### src/rtl/psu_timer_pkg.sv
// Shared definitions for the PSU multi-channel timer.
//   - ch_state_t : per-channel state encoding
//   - T_*        : default timeouts in ticks of the 2 MHz reference clock
//   - SEL_*      : timeout select encoding (2-bit)
package psu_timer_pkg;

  typedef enum logic [1:0] {
    ST_IDLE  = 2'd0,
    ST_COUNT = 2'd1,
    ST_DONE  = 2'd2
  } ch_state_t;

  localparam int T_50MS  = 100000;
  localparam int T_100MS = 200000;
  localparam int T_500MS = 1000000;
  localparam int T_1S    = 2000000;

  localparam logic [1:0] SEL_T0 = 2'd0;
  localparam logic [1:0] SEL_T1 = 2'd1;
  localparam logic [1:0] SEL_T2 = 2'd2;
  localparam logic [1:0] SEL_T3 = 2'd3;

endpackage

### src/rtl/psu_ch_timer.sv
// One timer channel: IDLE/COUNT/DONE FSM, up-counter and latched target.
// Ports:
//   iClk, iRst_n     clock, async active-low reset
//   iEnable          run request; low clears the channel
//   iSel             timeout select, latched on IDLE->COUNT
//   iPeriodic        1 = auto-restart on expiry, latched on IDLE->COUNT
//   oDone            one-shot: level in DONE; periodic: 1-cycle pulse
//   oDonePulse       1-cycle pulse on every expiry
//   oCountNext       next-state is COUNT (registered by the top into oBusy)
//
// state | meaning
// IDLE  | cleared, waiting for iEnable
// COUNT | counting toward the latched target
// DONE  | one-shot expired, oDone held until iEnable drops
module psu_ch_timer
  import psu_timer_pkg::*;
#(
  parameter int CNT_W = 22,
  parameter int T0    = T_50MS,
  parameter int T1    = T_100MS,
  parameter int T2    = T_500MS,
  parameter int T3    = T_1S
) (
  input  logic       iClk,
  input  logic       iRst_n,
  input  logic       iEnable,
  input  logic [1:0] iSel,
  input  logic       iPeriodic,
  output logic       oDone,
  output logic       oDonePulse,
  output logic       oCountNext
);

  ch_state_t        r_state, w_state_nxt;
  logic [CNT_W-1:0] r_cnt, w_cnt_nxt;
  logic [CNT_W-1:0] r_tgt, w_tgt_nxt;
  logic             r_mode, w_mode_nxt;
  logic             r_done, w_done_nxt;
  logic             r_pulse, w_pulse_nxt;
  logic [CNT_W-1:0] w_sel_tgt;

  always_comb begin
    w_sel_tgt = CNT_W'(T0);
    case (iSel)
      SEL_T0:  w_sel_tgt = CNT_W'(T0);
      SEL_T1:  w_sel_tgt = CNT_W'(T1);
      SEL_T2:  w_sel_tgt = CNT_W'(T2);
      SEL_T3:  w_sel_tgt = CNT_W'(T3);
      default: w_sel_tgt = CNT_W'(T0);
    endcase
  end

  always_comb begin
    w_state_nxt = r_state;
    w_cnt_nxt   = r_cnt;
    w_tgt_nxt   = r_tgt;
    w_mode_nxt  = r_mode;
    w_done_nxt  = 1'b0;
    w_pulse_nxt = 1'b0;
    // Dropping iEnable wins over an expiry on the same edge.
    if (!iEnable) begin
      w_state_nxt = ST_IDLE;
      w_cnt_nxt   = '0;
    end else begin
      case (r_state)
        ST_IDLE: begin
          w_state_nxt = ST_COUNT;
          w_cnt_nxt   = '0;
          w_tgt_nxt   = w_sel_tgt;
          w_mode_nxt  = iPeriodic;
        end
        ST_COUNT: begin
          // Target is never zero, so tgt-1 cannot underflow.
          if (r_cnt == r_tgt - CNT_W'(1)) begin
            w_pulse_nxt = 1'b1;
            w_done_nxt  = 1'b1;
            if (r_mode) w_cnt_nxt = '0;
            else        w_state_nxt = ST_DONE;
          end else begin
            w_cnt_nxt = r_cnt + CNT_W'(1);
          end
        end
        ST_DONE: w_done_nxt = 1'b1;
        default: begin
          w_state_nxt = ST_IDLE;
          w_cnt_nxt   = '0;
        end
      endcase
    end
  end

  always_ff @(posedge iClk or negedge iRst_n) begin
    if (!iRst_n) begin
      r_state <= ST_IDLE;
      r_cnt   <= '0;
      r_tgt   <= '0;
      r_mode  <= 1'b0;
      r_done  <= 1'b0;
      r_pulse <= 1'b0;
    end else begin
      r_state <= w_state_nxt;
      r_cnt   <= w_cnt_nxt;
      r_tgt   <= w_tgt_nxt;
      r_mode  <= w_mode_nxt;
      r_done  <= w_done_nxt;
      r_pulse <= w_pulse_nxt;
    end
  end

  assign oDone      = r_done;
  assign oDonePulse = r_pulse;
  assign oCountNext = (w_state_nxt == ST_COUNT);

endmodule

### src/rtl/psu_multi_ch_timer.sv
// NUM_CH independent PSU timers sharing the 2 MHz reference clock.
// Ports:
//   iClk, iRst_n   clock, async active-low reset
//   iEnable        per-channel run request
//   iSel           per-channel timeout select, ch n = iSel[2n+1:2n]
//   iPeriodic      per-channel periodic mode
//   oDone          per-channel done (level or pulse, see psu_ch_timer)
//   oDonePulse     per-channel expiry pulse
//   oBusy          registered OR of all channels in COUNT
module psu_multi_ch_timer
  import psu_timer_pkg::*;
#(
  parameter int NUM_CH = 4,
  parameter int CNT_W  = 22,
  parameter int T0     = T_50MS,
  parameter int T1     = T_100MS,
  parameter int T2     = T_500MS,
  parameter int T3     = T_1S
) (
  input  logic                iClk,
  input  logic                iRst_n,
  input  logic [NUM_CH-1:0]   iEnable,
  input  logic [2*NUM_CH-1:0] iSel,
  input  logic [NUM_CH-1:0]   iPeriodic,
  output logic [NUM_CH-1:0]   oDone,
  output logic [NUM_CH-1:0]   oDonePulse,
  output logic                oBusy
);

  localparam longint LIM = longint'(1) << CNT_W;

  if (NUM_CH < 1 || NUM_CH > 16) begin : g_bad_num_ch
    $error("psu_multi_ch_timer: NUM_CH must be 1..16");
  end
  if (T0 <= 0 || T1 <= 0 || T2 <= 0 || T3 <= 0) begin : g_bad_t_zero
    $error("psu_multi_ch_timer: timeouts must be non-zero");
  end
  if (longint'(T0) >= LIM || longint'(T1) >= LIM ||
      longint'(T2) >= LIM || longint'(T3) >= LIM) begin : g_bad_t_wide
    $error("psu_multi_ch_timer: timeout does not fit CNT_W");
  end

  logic [NUM_CH-1:0] w_count_nxt;
  logic              r_busy;

  for (genvar g = 0; g < NUM_CH; g++) begin : g_ch
    psu_ch_timer #(
      .CNT_W (CNT_W),
      .T0    (T0),
      .T1    (T1),
      .T2    (T2),
      .T3    (T3)
    ) u_ch (
      .iClk       (iClk),
      .iRst_n     (iRst_n),
      .iEnable    (iEnable[g]),
      .iSel       (iSel[2*g +: 2]),
      .iPeriodic  (iPeriodic[g]),
      .oDone      (oDone[g]),
      .oDonePulse (oDonePulse[g]),
      .oCountNext (w_count_nxt[g])
    );
  end

  // Registered from the channels' next state so oBusy lines up with state.
  always_ff @(posedge iClk or negedge iRst_n) begin
    if (!iRst_n) r_busy <= 1'b0;
    else         r_busy <= |w_count_nxt;
  end

  assign oBusy = r_busy;

endmodule

### config.mk
export PLATFORM = sky130hd
export DESIGN_NAME = psu_multi_ch_timer
export DESIGN_NICKNAME = d
export VERILOG_FILES = /design/src/rtl/psu_timer_pkg.sv /design/src/rtl/psu_ch_timer.sv /design/src/rtl/psu_multi_ch_timer.sv
export SDC_FILE = /design/constraint.sdc
export NUM_CORES = 1
export LEC_CHECK = 0
export BUFFER_PORTS_ARGS = -buffer_cell sky130_fd_sc_hd__buf_4
export CAP_MARGIN = 30
export CORE_MARGIN = 3
export CORE_UTILIZATION = 37
export DETAILED_ROUTE_END_ITERATION = 10
export GPL_TIMING_DRIVEN = 0
export PLACE_DENSITY_LB_ADDON = 0.25
export REMOVE_ABC_BUFFERS = 1
export SETUP_SLACK_MARGIN = 0.1
export SLEW_MARGIN = 20
export SYNTH_ARGS = -nofsm -noshare
export SYNTH_HDL_FRONTEND = slang
export SYNTH_SLANG_ARGS = --single-unit
### constraint.sdc
create_clock -name iClk -period 7.7 [get_ports iClk]
set_input_delay 0.385 -clock iClk [delete_from_list [all_inputs] [get_ports iClk]]
set_output_delay 0.385 -clock iClk [all_outputs]
set_load 0.05 [all_outputs]
==> reports/metrics.yaml <==
worstSetupEndpointType: "flop"
finalSetupTns_ps: 0
yosys-top-cells-area: "dfrtp_1 36%, ha_1 5.6%, xnor2_1 4.1%"
drt_pre_antenna_iters: 6
wirelength_um: 25500
synth_flop_cell: "dfrtp_1"
min_path_type: "primary input to flop"
syn_avg_cell_area_um2: 8.66
worstMarginPinSlew_ps: 918
num_io_pins: 27
htree_levels: 4
critPathLaunchType: "flop"
nets: 1274
die_w_um: 176
drc: 0
synth-xor-area-share: 0.0549
io_buffer_count: 26
synth_fa_ha_area_frac: 0.0562
slew_headroom: 0.382
synth_top_family_by_area: "simple AND/OR/NAND/NOR gates"
synthSimpleGateAreaFrac: 0.273
grt_overflow_total: 0
yosys.area.top_type_share: 0.358
report.final.slew_viol_count: 0
hold_slack_ps: 179
hold_viol: 0
synthDistinctLibCells: 84
critPathMaxFanout: 12
max_cap_violations: 0
drt-initial-drc-count: 614
antenna_left: 0
yosysTopAreaCell: "dfrtp_1"
numCtsBuffers: 17
timing.final.crit_period_ps: 4080
clockBufferDepth: 2
die_h_um: 176
yosys_warnings: 0
dp.cells: 1565
fillers: 2865
layout_commonest_cell: "dfrtp_1"
vias: 8924
synth-compound-area-share: 0.165
synth_enable_flop_cells: 0
clk_latency_ps: 430
rows: 61
avgRoutedWirePerCell_um: 16.0
post-route-util: 0.416
synth.cell_area_um2: 10700
cts_tree: "built"
clkTransAtPathRegs_ps: 70
finClkSkew_ps: 13.4
finalNonFillerCells: 1599
grt_start_max_net_pins: 84
start_util: 0.380
finalCritPeriodShare: 0.530
synthArstFlopShare: 1.00
grt_pass1_wl_um: 43500
rrSetupSlack_ps: 3620
total_power_mw: 2.25
status: "completed"
grt_usage: 0.167
drive_gt1_frac: 0.101
dp_hpwl_um: 17700
antenna_cells: 0
seq_area_frac_synth: 0.358
rsz0062_at_grt: "false"
required_ps: 8050
max_freq_ghz: 0.245
cellPowerDensity_nw_per_um2: 192
synth-seq-cells: 153
cts.sinks: 153
clock-root-buffer: "clkbuf_16"
coreArea_um2: 28100
gp_congestion: 0.832
syn_inst: 1234
final-setup-viol-count: 0
worstPathArrival_ps: 4430
cts_setup_buffers: 0
path_class: "flop to flop"
dieArea_um2: 30900
ir_worst_vdd_uv: 117
grt_pass1_vias: 8607
layout_common_cells: "153 x dfrtp_1, 108 x nand2_1, 83 x nand3_1, 82 x nor2_1, 57 x o21ai_0"
muxShareOfSynthArea: 0.0418
vias_per_cell: 5.58
antenna_found_initial: 0
area_growth_pct: 9.49
p_leak_nw: 4.86
[critical path, cell delays in order, from the launching register on]
cell and delay [ps]:
dfrtp_1 430, inv_1 80, ha_1 200, or4b_4 530, or2_0 240, or4_1 400
a2111o_1 480, and2_4 200, o41ai_4 790, nand2_2 370, a31oi_1 260
[final cells by class]
type	count	area (um2)	area share
clock inverter	10	143	0.0122
clock buffer	22	464	0.0397
inverter	53	199	0.0170
timing repair buffer	32	268	0.0229
multi-input combinational	951	6320	0.540
tap	378	473	0.0404
sequential	153	3830	0.327
[registers in the layout, summed over array words and instances (netlist names)]
name                  flops
g_ch.u_ch.r_cnt          88
g_ch.u_ch.oDone           4
g_ch.u_ch.r_tgt          44
g_ch.u_ch.r_mode          4
g_ch.u_ch.oDonePulse      4
g_ch.u_ch.r_state         8
oBusy                     1
[worst paths after layout]
kind,from,endpoint,cells past startpoint
max reg2reg,g_ch[2].u_ch.r_tgt[5]$_DFFE_PN0P_,g_ch[2].u_ch.r_cnt[13]$_DFFE_PN0P_,10
min reg2reg,g_ch[3].u_ch.r_cnt[2]$_DFFE_PN0P_,g_ch[3].u_ch.r_cnt[2]$_DFFE_PN0P_,1
min,iPeriodic[3],g_ch[3].u_ch.r_mode$_DFFE_PN0P_,2
max in group asynchronous,iRst_n,g_ch[1].u_ch.r_cnt[14]$_DFFE_PN0P_,3
max,g_ch[2].u_ch.r_tgt[5]$_DFFE_PN0P_,g_ch[2].u_ch.r_cnt[13]$_DFFE_PN0P_,10
min in group asynchronous,iRst_n,g_ch[0].u_ch.r_tgt[11]$_DFFE_PN0P_,2
[synth_stat cells (9+ instances only)]
master,n
a21o_1,9
a21oi_1,42
a22o_1,9
a2bb2oi_1,9
a31oi_1,21
and2_1,16
and3_1,32
buf_4,10
clkbuf_1,57
dfrtp_1,153
ha_1,48
inv_1,53
mux2_2,29
mux2i_1,12
nand2_1,108
nand3_1,83
nand4_1,23
nor2_1,82
nor2b_1,20
nor3_1,50
nor4_1,37
o21ai_0,57
or3_1,17
or4_1,12
xnor2_1,50
xor2_1,17
[routing by layer]
layer | vias to the layer above | part of all wire | global-route usage
met5 | - | 0 | 0
met4 | 0 | 0.011 | 0.0396
met3 | 26 | 0.022 | 0.0242
met2 | 97 | 0.47 | 0.277
met1 | 4341 | 0.49 | 0.232
li1 | 4460 | - | -
[through the flow]
stage          worst slack [ps]  cell area, um2
6_report                   3620           11700
5_1_grt                    3430           11700
4_1_cts                    3610           11700
3_5_place_dp               3660           11100
3_3_place_gp               3370           11000
2_1_floorplan              4260           10300
[logic make-up (layout without fill, tap and decap cells)]
family / Yosys count / count (layout)
muxes: 41 / 41
AOI/OAI and AO/OA: 250 / 250
xor gates and xnor gates: 67 / 67
and+or+nand+nor: 545 / 545
buffers and inverters: 130 / 117
DFF: 153 / 153
adders and majority gates: 48 / 48
[where the power goes]
part | switching (mW) | total (mW) | internal (mW)
Clock | 0.354 | 0.883 | 0.529
Combinational | 0.244 | 0.423 | 0.179
Sequential | 0.0912 | 0.945 | 0.854
[timing repair]
action	4_1_cts	5_1_grt
hold buffers	1	0
setup endpoints to repair	0	0
resized for setup	0	0
hold endpoints to repair	70	0
No activity file was read; power rests on OpenSTA's default activity.
